<file path="config.mk">
export PLATFORM = sky130hd
export DESIGN_NAME = run_ctrl_flat
export DESIGN_NICKNAME = d
export VERILOG_FILES = /design/src/rtl/run_ctrl_pkg.sv /design/src/rtl/run_ctrl_if.sv /design/src/rtl/sat_counter.sv /design/src/rtl/run_ctrl.sv /design/src/flat_wrapper.sv
export SDC_FILE = /design/constraint.sdc
export NUM_CORES = 1
export LEC_CHECK = 0
export CAP_MARGIN = 20
export CORE_MARGIN = 2
export CORE_UTILIZATION = 53
export CTS_BUF_LIST = sky130_fd_sc_hd__clkbuf_4 sky130_fd_sc_hd__clkbuf_8 sky130_fd_sc_hd__clkbuf_16
export DETAILED_ROUTE_END_ITERATION = 10
export PLACE_DENSITY = 0.94
export SYNTH_ARGS = -nofsm -noshare
export SYNTH_HDL_FRONTEND = slang
export SYNTH_SLANG_ARGS = --single-unit
</file>
<file path="constraint.sdc">
create_clock -name clk -period 4.8 [get_ports clk]
set_input_delay 0.72 -clock clk [delete_from_list [all_inputs] [get_ports clk]]
set_output_delay 0.72 -clock clk [all_outputs]
set_load 0.05 [all_outputs]
</file>
<file path="src/rtl/run_ctrl_pkg.sv">
// Shared types and widths for the load-and-run controller.
// The state enum lives here so the controller and any tooling agree on it.
package run_ctrl_pkg;

  localparam int CNT_W    = 16;
  localparam int ADDR_W   = 8;
  localparam int DATA_W   = 8;
  localparam int LD_CNT_W = 8;

  typedef enum logic [2:0] {
    S_IDLE   = 3'd0,
    S_LOAD   = 3'd1,
    S_START  = 3'd2,
    S_RUN    = 3'd3,
    S_FINISH = 3'd4,
    S_FAULT  = 3'd5
  } state_t;

  // A zero-length start pulse would never release the processor, so clamp to one cycle.
  function automatic int start_len(input int n);
    return (n < 1) ? 1 : n;
  endfunction

endpackage

</file>
<file path="src/rtl/run_ctrl_if.sv">
// Bundle of the request, preload, memory-write and processor-control signals
// between a host (master) and the run controller (slave).
interface run_ctrl_if;
  import run_ctrl_pkg::*;

  logic                req;
  logic                ld_valid;
  logic                ld_last;
  logic [ADDR_W-1:0]   ld_addr;
  logic [DATA_W-1:0]   ld_data;
  logic                ld_ready;

  logic                mem_wr_en;
  logic [ADDR_W-1:0]   mem_addr;
  logic [DATA_W-1:0]   mem_dat;

  logic                cpu_start;
  logic                cpu_done;

  logic                busy;
  logic                finished;
  logic                timeout;
  logic [CNT_W-1:0]    cycle_cnt;
  logic [LD_CNT_W-1:0] ld_cnt;

  modport master (
    output req, ld_valid, ld_last, ld_addr, ld_data, cpu_done,
    input  ld_ready, mem_wr_en, mem_addr, mem_dat, cpu_start,
           busy, finished, timeout, cycle_cnt, ld_cnt
  );

  modport slave (
    input  req, ld_valid, ld_last, ld_addr, ld_data, cpu_done,
    output ld_ready, mem_wr_en, mem_addr, mem_dat, cpu_start,
           busy, finished, timeout, cycle_cnt, ld_cnt
  );

endinterface

</file>
<file path="src/rtl/sat_counter.sv">
// Up-counter with synchronous clear that sticks at all-ones instead of wrapping.
module sat_counter
  import run_ctrl_pkg::*;
#(
  parameter int W = CNT_W
) (
  input  logic         clk,
  input  logic         reset,
  input  logic         clr,
  input  logic         en,
  output logic [W-1:0] cnt
);

  always_ff @(posedge clk or posedge reset) begin
    if (reset) begin
      cnt <= '0;
    end else if (clr) begin
      cnt <= '0;
    end else if (en && (cnt != '1)) begin
      cnt <= cnt + 1'b1;
    end
  end

endmodule

</file>
<file path="src/rtl/run_ctrl.sv">
// Sequences a data-memory preload, a processor start pulse and a supervised run
// that ends in FINISH (processor done) or FAULT (cycle limit reached).
module run_ctrl
  import run_ctrl_pkg::*;
#(
  parameter int MAX_CYC   = 1000,
  parameter int START_CYC = 2
) (
  input  logic     clk,
  input  logic     reset,
  run_ctrl_if.slave bus
);

  localparam logic [CNT_W-1:0] START_LIM = CNT_W'(start_len(START_CYC));
  localparam logic [31:0]      MAX_LIM   = 32'(MAX_CYC);

  state_t           state;
  logic [CNT_W-1:0] start_cnt;
  logic [CNT_W-1:0] cycle_cnt;
  logic             at_limit;
  logic             restart;
  logic             cnt_en;

  // The limit is judged on the count already shown, so a done in the same
  // cycle can still win and the frozen count never overshoots the limit.
  assign at_limit = (32'(cycle_cnt) >= MAX_LIM);
  assign restart  = bus.req && ((state == S_IDLE) || (state == S_FINISH) || (state == S_FAULT));
  assign cnt_en   = (state == S_RUN) && !bus.cpu_done && !at_limit;

  sat_counter #(.W(CNT_W)) u_cycle_cnt (
    .clk   (clk),
    .reset (reset),
    .clr   (restart),
    .en    (cnt_en),
    .cnt   (cycle_cnt)
  );

  assign bus.cycle_cnt = cycle_cnt;

  // NOTE: every register here uses <= so all updates in a cycle see the same
  // pre-edge values; a blocking = would let later lines see half-updated state.
  always_ff @(posedge clk or posedge reset) begin
    if (reset) begin
      state         <= S_IDLE;
      start_cnt     <= '0;
      bus.ld_ready  <= 1'b0;
      bus.mem_wr_en <= 1'b0;
      bus.mem_addr  <= '0;
      bus.mem_dat   <= '0;
      bus.cpu_start <= 1'b0;
      bus.busy      <= 1'b0;
      bus.finished  <= 1'b0;
      bus.timeout   <= 1'b0;
      bus.ld_cnt    <= '0;
    end else begin
      // NOTE: default the write strobe low each cycle so it is a single-cycle
      // pulse without needing an explicit clear in every branch.
      bus.mem_wr_en <= 1'b0;

      unique case (state)
        S_IDLE, S_FINISH, S_FAULT: begin
          if (bus.req) begin
            state        <= S_LOAD;
            bus.ld_ready <= 1'b1;
            bus.busy     <= 1'b1;
            bus.finished <= 1'b0;
            bus.timeout  <= 1'b0;
            bus.ld_cnt   <= '0;
          end
        end

        S_LOAD: begin
          if (bus.ld_valid && bus.ld_ready) begin
            bus.mem_wr_en <= 1'b1;
            bus.mem_addr  <= bus.ld_addr;
            bus.mem_dat   <= bus.ld_data;
            bus.ld_cnt    <= bus.ld_cnt + 1'b1;
            if (bus.ld_last) begin
              state         <= S_START;
              bus.ld_ready  <= 1'b0;
              bus.cpu_start <= 1'b1;
              start_cnt     <= CNT_W'(1);
            end
          end
        end

        S_START: begin
          if (start_cnt >= START_LIM) begin
            state         <= S_RUN;
            bus.cpu_start <= 1'b0;
          end else begin
            start_cnt <= start_cnt + 1'b1;
          end
        end

        S_RUN: begin
          if (bus.cpu_done) begin
            state        <= S_FINISH;
            bus.busy     <= 1'b0;
            bus.finished <= 1'b1;
          end else if (at_limit) begin
            state       <= S_FAULT;
            bus.busy    <= 1'b0;
            bus.timeout <= 1'b1;
          end
        end

        default: state <= S_IDLE;
      endcase
    end
  end

endmodule

</file>
<file path="src/flat_wrapper.sv">
// flat-port wrapper written by rule: the top's interface ports become plain ports
module run_ctrl_flat import run_ctrl_pkg::*;
#(
  parameter int MAX_CYC   = 1000,
  parameter int START_CYC = 2
)
  (clk, reset, bus_req, bus_ld_valid, bus_ld_last, bus_ld_addr, bus_ld_data, bus_cpu_done, bus_ld_ready, bus_mem_wr_en, bus_mem_addr, bus_mem_dat, bus_cpu_start, bus_busy, bus_finished, bus_timeout, bus_cycle_cnt, bus_ld_cnt);
  run_ctrl_if bus_i ();
  input  logic clk;
  input  logic reset;
  input wire logic [$bits(bus_i.req)-1:0] bus_req;
  input wire logic [$bits(bus_i.ld_valid)-1:0] bus_ld_valid;
  input wire logic [$bits(bus_i.ld_last)-1:0] bus_ld_last;
  input wire logic [$bits(bus_i.ld_addr)-1:0] bus_ld_addr;
  input wire logic [$bits(bus_i.ld_data)-1:0] bus_ld_data;
  input wire logic [$bits(bus_i.cpu_done)-1:0] bus_cpu_done;
  output wire logic [$bits(bus_i.ld_ready)-1:0] bus_ld_ready;
  output wire logic [$bits(bus_i.mem_wr_en)-1:0] bus_mem_wr_en;
  output wire logic [$bits(bus_i.mem_addr)-1:0] bus_mem_addr;
  output wire logic [$bits(bus_i.mem_dat)-1:0] bus_mem_dat;
  output wire logic [$bits(bus_i.cpu_start)-1:0] bus_cpu_start;
  output wire logic [$bits(bus_i.busy)-1:0] bus_busy;
  output wire logic [$bits(bus_i.finished)-1:0] bus_finished;
  output wire logic [$bits(bus_i.timeout)-1:0] bus_timeout;
  output wire logic [$bits(bus_i.cycle_cnt)-1:0] bus_cycle_cnt;
  output wire logic [$bits(bus_i.ld_cnt)-1:0] bus_ld_cnt;
  assign bus_i.req = bus_req;
  assign bus_i.ld_valid = bus_ld_valid;
  assign bus_i.ld_last = bus_ld_last;
  assign bus_i.ld_addr = bus_ld_addr;
  assign bus_i.ld_data = bus_ld_data;
  assign bus_i.cpu_done = bus_cpu_done;
  assign bus_ld_ready = bus_i.ld_ready;
  assign bus_mem_wr_en = bus_i.mem_wr_en;
  assign bus_mem_addr = bus_i.mem_addr;
  assign bus_mem_dat = bus_i.mem_dat;
  assign bus_cpu_start = bus_i.cpu_start;
  assign bus_busy = bus_i.busy;
  assign bus_finished = bus_i.finished;
  assign bus_timeout = bus_i.timeout;
  assign bus_cycle_cnt = bus_i.cycle_cnt;
  assign bus_ld_cnt = bus_i.ld_cnt;
  run_ctrl #(.MAX_CYC(MAX_CYC), .START_CYC(START_CYC)) u_core (.clk(clk), .reset(reset), .bus(bus_i));
endmodule
</file>
==> impl_metrics.tcl <==
set metrics [dict create \
    outcome "finished clean" \
    dp_hpwl_mm 4.439 \
    synth.largest_area_cell "dfrtp_1" \
    synthArstFlopShare 1.000 \
    io_pins 68 \
    clkSlewWorstSetupHoldPaths_ps 70 \
    root_buffer "clkbuf_8" \
    power_frac_clock 0.239 \
    avgSynthCellArea_sq_um 10.21 \
    drc 0 \
    ys_seq_elements 65 \
    worst_slack_ps 1776 \
    cap_violations 0 \
    cts_tree "built" \
    grt_max_degree 36 \
    synth_top_family_by_area "simple AND/OR/NAND/NOR gates" \
    area_growth_pct 34.58 \
    worst-path-max-fanout 26 \
    cts.sinks 65 \
    crit_type "in -> reg" \
    hold_buffers 0 \
    synth_cell_types 38 \
    drt-total-wl_mm 6.314 \
    synth_area_leaders "dfrtp_1, nand2_1, and2_1" \
    ctsResizeCount 0 \
    numCtsBuffers 9 \
    synthFlopType "dfrtp_1" \
    die_w_um 76.27 \
    drt-initial-drc-count 189 \
    end_kind "flop" \
    peakVddDrop_v 0.0004809 \
    seqPwrFrac 0.344 \
    worst_ep_arrival_time_ps 3250 \
    p_per_area_nw_per_um2 610.4 \
    yosysSeqAreaShare 0.5877 \
    die_area_sq_um 5816 \
    post-route-util 0.7340 \
    globalRouteTotalUtil 0.2364 \
    layout_min_cycle_time_ps 3024 \
    syn-num-nets 298 \
    synth_compound_area_frac 0.09042 \
    gp_congestion 0.7907 \
    synth_mux_area_frac 0.02215 \
    avgRoutedWirePerCell_um 15.21 \
    synth_cells 271 \
    holdCritPathClass "reg -> reg" \
    avgViaCountPerCell 5.566 \
    dp_cells 399 \
    leakage_uw 0.001692 \
    dr.pass1.iters 4 \
    synth_warnings 0 \
    timing.final.crit_share 0.6299 \
    clock_path_buffers 2 \
    yosys.area_share.simple 0.2450 \
    dpl_cell_area_sq_um 3491 \
    max_freq_mhz 330.7 \
    antenna_found_initial 0 \
    h-tree-depth 3 \
    slew_violations 0 \
    p_int_uw 1315 \
    grt-ovfl-total 0 \
    die_y_um 76.27 \
    ant_nets 0 \
    start_kind "primary input" \
    synth_edf_count 0 \
    final_nets 367 \
    setup_viol 0 \
    grt_pass1_vias 2233 \
    dpl_worst_slack_ps 1442 \
    p_sw_uw 958.7 \
    num_antenna_cells 0 \
    synth_xor_area_frac 0.003165 \
    setup_tns_ps 0 \
    p_sw_frac 0.4217 \
    cp.required_ps 5030 \
    vias 2310 \
    core.rowCount 26 \
    initial_core_util 0.5454 \
    grt_pass1_wl_mm 10.77 \
    netlist_area_sq_um 2768 \
    post-cts-setup-buffers 0 \
    p_comb_frac 0.418 \
    finClkSkew_ps 13.72 \
    rsz0062_at_grt "false" \
    hold_viol_final 0 \
    postLayoutCellArea_sq_um 3725 \
    yosys.area_share.adder 0.02260 \
    tightest_slew_ps 850.8 \
    synth.top_cell.area_share 0.5877 \
    relSlewSlack 0.4328 \
    stdcell_count 415 \
    clk_latency_ps 350 \
    port_buffers 67 \
    drive_above_1_share 0.06667 \
    coreArea_sq_um 5075 \
]
worst max-delay path, cell delays in order:
cell and delay, ps:
clkdlybuf4s50_1 420, nand2_1 60, or3_1 660, clkinv_1 830, and3_1 440, mux2i_1 110
registers in the layout, indices dropped and copies added, names as in the netlist:
register                cells
u_core.bus.finished         1
u_core.bus.mem_wr_en        1
u_core.bus.ld_cnt           8
u_core.start_cnt           16
u_core.state                3
u_core.bus.busy             1
u_core.bus.ld_ready         1
u_core.bus.mem_addr         8
u_core.bus.mem_dat          8
u_core.bus.cpu_start        1
u_core.u_cycle_cnt.cnt     16
u_core.bus.timeout          1
power groups by stage:
stage	clock network (uW)	logic, uW	registers, uW
final	542	950	781
after global routing	573	1010	799
after CTS	545	955	779
after detailed placement	0	950	786
after global placement	0	920	780
after floorplan	0	326	1100
metrics by stage:
stage	hold WS [ps]	total power, uW
after global placement	457.0	1700
after detailed placement	465.9	1737
after floorplan	453.9	1427
after global routing	510.8	2387
final	481.5	2274
after CTS	483.2	2280
final timing paths:
check                                       from                   endpoint  slack (ps)  cells after the start
setup / recovery                    bus_ld_valid       u_core.bus.ld_cnt[6]        1780                      6
hold reg to reg            u_core.bus.mem_dat[4]      u_core.bus.mem_dat[4]         480                      2
hold / removal             u_core.bus.mem_dat[4]      u_core.bus.mem_dat[4]         480                      2
setup reg to reg                 u_core.state[2]       u_core.bus.ld_cnt[6]        1970                      5
min in group asynchronous                  reset         u_core.bus.timeout         810                      2
max in group asynchronous                  reset  u_core.u_cycle_cnt.cnt[1]        3130                      3
kinds of logic (layout without fill, tap and decap cells):
family | after synthesis | in the layout
simple gates | 134 | 134
mux | 6 | 6
xor+xnor | 1 | 1
flops | 65 | 65
compound gates | 40 | 40
buf+inv | 20 | 94
fa+ha+maj | 5 | 5
cell usage after synthesis (5+ instances only):
| library cell | n |
|---|---|
| o21ai_0 | 13 |
| and2_1 | 21 |
| or3_1 | 6 |
| ha_1 | 5 |
| mux2i_1 | 5 |
| inv_1 | 9 |
| clkbuf_1 | 6 |
| nand3_1 | 10 |
| a21oi_1 | 10 |
| nor4_1 | 5 |
| nand4_1 | 5 |
| nand2_1 | 68 |
| dfrtp_1 | 65 |
final cells by class:
type                       count  area (sq um)
sequential                    65          1627
fill                         371          1350
multi-input combinational    186          1061
timing repair buffer          68         678.2
clock buffer                  14         173.9
tap                           70         87.58
clock inverter                 2         60.06
inverter                      10         37.54
layer usage:
metal  global-route usage  share of wire
met5                    0              0
met3              0.05924          0.042
met4               0.1164          0.025
met2               0.3805           0.50
met1               0.2999           0.43
cells in the final DEF (no fill, tap or decap), drive strengths merged, types with 4 or more instances in the layout:
master	count
inv	9
mux2i	5
nand3	10
o21ai	13
ha	5
and2	21
dfrtp	65
nand2	68
or3	6
nor4	5
a31oi	4
nand4	5
clkbuf	14
clkdlybuf4s50	67
a21oi	10
No activity file was read; power rests on OpenSTA's default activity.
==> RTL change 1, RTL diff (same settings) <==
The 6 states of `state_t` get a Gray code encoding in 3 bits.
--- a/src/rtl/run_ctrl_pkg.sv
+++ b/src/rtl/run_ctrl_pkg.sv
@@ -8,12 +8,12 @@
   localparam int LD_CNT_W = 8;
 
   typedef enum logic [2:0] {
-    S_IDLE   = 3'd0,
-    S_LOAD   = 3'd1,
-    S_START  = 3'd2,
-    S_RUN    = 3'd3,
-    S_FINISH = 3'd4,
-    S_FAULT  = 3'd5
+    S_IDLE   = 3'b000,
+    S_LOAD   = 3'b001,
+    S_START  = 3'b011,
+    S_RUN    = 3'b010,
+    S_FINISH = 3'b110,
+    S_FAULT  = 3'b111
   } state_t;
 
   // A zero-length start pulse would never release the processor, so clamp to one cycle.
Formal check against the unedited RTL: same outputs for any inputs over 10 cycles, from zero or initial values and one cycle with reset high; not proved beyond that.
==> RTL change 1 against the unedited design <==
  * Worst hold slack improved by 0.0025 ns
  * First-iteration DRC count fell by 3.7%
  * Sequential share of layout area fell by 0.88 points
  * Non-clock buffer count rose by 1
  * Sequential cell count did not move
  * Combinational power fell by 5.8%
  * Area after synthesis rose by 5.7%
  * Setup slack improved by 0.36 ns
  * Critical path depth did not move
  * Clock skew fell by 0.0084 ns
  * Via count rose by 3.9%
  * Cell area rose by 2.0%
  * Total power fell by 8.5%
  * Wire length fell by 0.27%
==> RTL change 1: results (changes against the unedited design) <==
| Metric | Value |
|---|---|
| Met3 Usage GRT | `6.207% (+0.28 points)` |
| Initial DRC Count | `182 (-3.7%)` |
| Post-Place Cell Area | `3635 um2 (+4.1%)` |
| Post-synth top cells | `nand2_1 (72), dfrtp_1 (65), nor2_1 (27)` |
| Clock skew | `0.005347 ns (-0.008374 ns)` |
| Relative slew margins | `42.19% (-1.1 points)` |
| CP max-delay cell | `or3_1` |
| XOR/XNOR Fraction of Synth Area | `2.097% (+1.8 points)` |
| Critical path fanouts, max | `27 (+3.8%)` |
| Synth Area in Compound Gates | `11.30% (+2.3 points)` |
| Cell family with most CP delay | `simple AND/OR/NAND/NOR gates` |
| Max IR drop VDD | `290.6 uV (-40%)` |
| P_sw | `0.0009106 W (-5.0%)` |
| Syn Inst Count | `298 (+10%)` |
| Maximum number of pins on one net before global-route repair | `35 (-2.8%)` |
| Routed length on met2 | `3047 um (-4.0%)` |
| Slowest stage delay, CP | `0.69 ns (-0.14 ns)` |
| GR Util All Layers | `22.04% (-1.6 points)` |
| Worst hold slack | `0.4840 ns (+0.002506 ns)` |
| First-pass GRT wire length | `10470 um (-2.7%)` |
| Status | `finished clean` |
| Worst slack, placed | `1.805 ns (+0.3632 ns)` |
| Vias | `2399 (+3.9%)` |
| Routed wire length | `6297 um (-0.27%)` |
| Wire length on met1 | `2774 um (+2.1%)` |
| Met1 Track Usage GR | `28.67% (-1.3 points)` |
| Adder-cell share of the synthesized area | `2.139% (-0.12 points)` |
| WL met3 | `373 um (+40%)` |
| Dpl cells | `427 (+7.0%)` |
| Syn Nets | `325 (+9.1%)` |
| Synth area leaders | `dfrtp_1 (56%), nand2_1 (9.2%), and2_1 (3.9%)` |
| Crit path kind | `reg -> reg` |
## RTL change 1: cell count changes in the layout (fill, tap and decap cells not counted), moves of 4 or more
cell      unedited run  this run
nor2_1               3        27
a21oi_1             10         5
or3_1                6         1
xor2_1               0         5
clkinv_2             0         4
nand2_1             68        72
## RTL change 1: cell type report
type	count	area [um2]
sequential	65	1627
fill	402	1604
multi-input combinational	211	1190
timing repair buffer	69	685.7
clock buffer	12	146.4
tap	72	90.09
inverter	10	42.54
clock inverter	4	20.02
## RTL change 1: power by group through the flow
stage | combinational (W) | clock (W) | sequential, W
2_1_floorplan | 0.000351 | 0 | 0.00106
4_1_cts | 0.000899 | 0.000406 | 0.000786
5_1_grt | 0.000959 | 0.000428 | 0.000807
6_report | 0.000895 | 0.000398 | 0.000787
3_5_place_dp | 0.000898 | 0 | 0.000794
3_3_place_gp | 0.000873 | 0 | 0.000789
==> RTL change 2, RTL diff (same settings) <==
Made on the original files. `MAX_CYC` is set to 1000 in 2 places; all go to 500.
--- a/src/rtl/run_ctrl.sv
+++ b/src/rtl/run_ctrl.sv
@@ -3,7 +3,7 @@
 module run_ctrl
   import run_ctrl_pkg::*;
 #(
-  parameter int MAX_CYC   = 1000,
+  parameter int MAX_CYC   = 500,
   parameter int START_CYC = 2
 ) (
   input  logic     clk,
--- a/src/flat_wrapper.sv
+++ b/src/flat_wrapper.sv
@@ -1,7 +1,7 @@
 // flat-port wrapper written by rule: the top's interface ports become plain ports
 module run_ctrl_flat import run_ctrl_pkg::*;
 #(
-  parameter int MAX_CYC   = 1000,
+  parameter int MAX_CYC   = 500,
   parameter int START_CYC = 2
 )
   (clk, reset, bus_req, bus_ld_valid, bus_ld_last, bus_ld_addr, bus_ld_data, bus_cpu_done, bus_ld_ready, bus_mem_wr_en, bus_mem_addr, bus_mem_dat, bus_cpu_start, bus_busy, bus_finished, bus_timeout, bus_cycle_cnt, bus_ld_cnt);
Formal check against the unedited RTL: no difference found for any inputs over 10 cycles, from zero or initial values and one cycle with reset high; that may be too few to reach the edited logic, so the function may still have changed.
==> RTL change 2 against the unedited design <==
  * Total power down 5.2%
  * Sequential cell count unchanged
  * Die area up 0.46%
  * Area after synthesis up 0.50%
  * Register-to-register slack better by 0.17 ns
  * Setup slack better by 0.25 ns
  * Worst hold slack about the same
  * Wire length down 1.8%
  * Cell area down 0.54%
  * Critical endpoint is now u_core.bus.ld_cnt[3]
==> RTL change 2: results (changes against the unedited design) <==
| Metric | Value |
|---|---|
| Status | `finished clean` |
| Layout cells sized above 1 | `6.414% (-0.25 points)` |
| Crit path launch | `bus_ld_valid` |
| Postcts setup bufs | `0 (unchanged)` |
| Worst hold slack | `0.4817 ns (+0.0001950 ns)` |
| Relative slew margins | `48.05% (+4.8 points)` |
| Met3 Usage GRT | `4.976% (-0.95 points)` |
| First-pass GRT wire length | `10620 um (-1.4%)` |
| Critical path fanouts, max | `23 (-12%)` |
| Max IR drop VDD | `483.7 uV (+0.58%)` |
| Post-Place Cell Area | `3498 um2 (+0.22%)` |
| Synth area leaders | `dfrtp_1 (58%), nand2_1 (9.0%), nor2b_1 (3.4%)` |
| Fillcell total | `369 (-0.54%)` |
| GPL Wtd Cong | `0.8398 (+6.2%)` |
| Worst skew pair latency | `0.34 ns` |
| Resized Gates After CTS | `0 (unchanged)` |
| Worst Hold Launch | `u_core.bus.mem_addr[1]` |
| Pint | `0.001236 W (-6.0%)` |
| Cell family with most CP delay | `buffers and inverters` |
| Routed wire length | `6203 um (-1.8%)` |
| Sum of negative setup slack | `0 ns (unchanged)` |
| Vias in the first global route | `2180 (-2.4%)` |
| Clock skew | `0.007156 ns (-0.006565 ns)` |
| Min-Delay Endpoint | `u_core.bus.mem_addr[1]` |
| Netlist cell types | `42 (+11%)` |
| WL met3 | `356 um (+34%)` |
| CP max-delay cell | `inv_1` |
| Syn Nets | `296 (-0.67%)` |
| Wire length on met1 | `2716 um (about the same)` |
| Leak | `1.702 nW (+0.59%)` |
| Met1 Track Usage GR | `31.14% (+1.2 points)` |
| Max clock buf depth | `2 (unchanged)` |
| Flop2flop setup slack | `2.14 ns (+0.17 ns)` |
| Slowest stage delay, CP | `0.68 ns (-0.15 ns)` |
| Register area share after synthesis | `58.48% (-0.29 points)` |
| Share of the synthesized area in the top cell type | `58.48% (-0.29 points)` |
| CTS HTree Levels | `3 (unchanged)` |
| Critical R2R Launch | `u_core.state[0]` |
| Initial DRC Count | `195 (+3.2%)` |
| Hpwl dp | `4117 um (-7.2%)` |
| Worst EP arrival | `3.04 ns (-0.21 ns)` |
| Vias per inst | `5.409 (-2.8%)` |
| Routed length on met2 | `3009 um (-5.2%)` |
| Met2 Use GR | `35.84% (-2.2 points)` |
| Post-synth top cells | `nand2_1 (67), dfrtp_1 (65), nor2b_1 (15)` |
| Asr flop ratio synth | `100.0% (unchanged)` |
| Diodes inserted | `0 (unchanged)` |
| Initial antenna violation count | `0 (unchanged)` |
| Nets | `366 (-0.27%)` |
| Final Power | `0.002154 W (-5.2%)` |
| Hold/Removal Path Class | `reg -> reg` |
| CTS Root Cell | `clkbuf_8` |
| GR Util All Layers | `22.84% (-0.79 points)` |
| Crit path capture | `u_core.bus.ld_cnt[3]` |
| Maximum number of pins on one net before global-route repair | `66 (+83%)` |
==> RTL change 2: power by group through the flow <==
stage / clock [W] / combinational (W) / sequential (W)
6_report: 0.000466 / 0.000921 / 0.000766
5_1_grt: 0.000498 / 0.000990 / 0.000783
4_1_cts: 0.000471 / 0.000923 / 0.000765
3_5_place_dp: 0 / 0.000917 / 0.000769
3_3_place_gp: 0 / 0.000890 / 0.000767
2_1_floorplan: 0 / 0.000329 / 0.00107
==> RTL change 2: kinds of logic (layout without fill, tap and decap cells) <==
family,count (synthesis),after routing,share of synthesized area (%)
AND/OR/NAND/NOR,133,133,24.38
flip-flops,65,65,58.48
AO/OA/AOI/OAI,35,35,8.052
buffers and inverters,21,95,3.238
multiplexers,8,8,2.969
adder cells (fa/ha/maj),5,5,2.249
XOR/XNOR,2,2,0.6299
==> RTL change 2: worst reg2reg max path, delay by kind of cell, from the launching register on <==
family,cells,cell delay (ns)
buffers and inverters,1,0.68
muxes,2,0.55
and+or+nand+nor,2,0.92
DFF,1,0.44
==> RTL change 2: area by class of cell <==
| cell class | instances | area, um2 | share of cell area, % |
|---|---|---|---|
| sequential | 65 | 1627 | 43.90 |
| multi-input combinational | 183 | 1065 | 28.74 |
| timing repair buffer | 69 | 685.7 | 18.51 |
| clock buffer | 12 | 158.9 | 4.289 |
| tap | 70 | 87.58 | 2.364 |
| inverter | 11 | 41.29 | 1.114 |
| clock inverter | 3 | 40.04 | 1.081 |
==> RTL change 2: stage by stage <==
| stage | instances | worst slack, ns |
|---|---|---|
| 2_1_floorplan | 269 | 2.454 |
| 3_3_place_gp | 397 | 1.757 |
| 3_5_place_dp | 397 | 1.620 |
| 4_1_cts | 412 | 1.973 |
| 5_1_grt | 413 | 1.796 |
| 6_report | 413 | 2.025 |
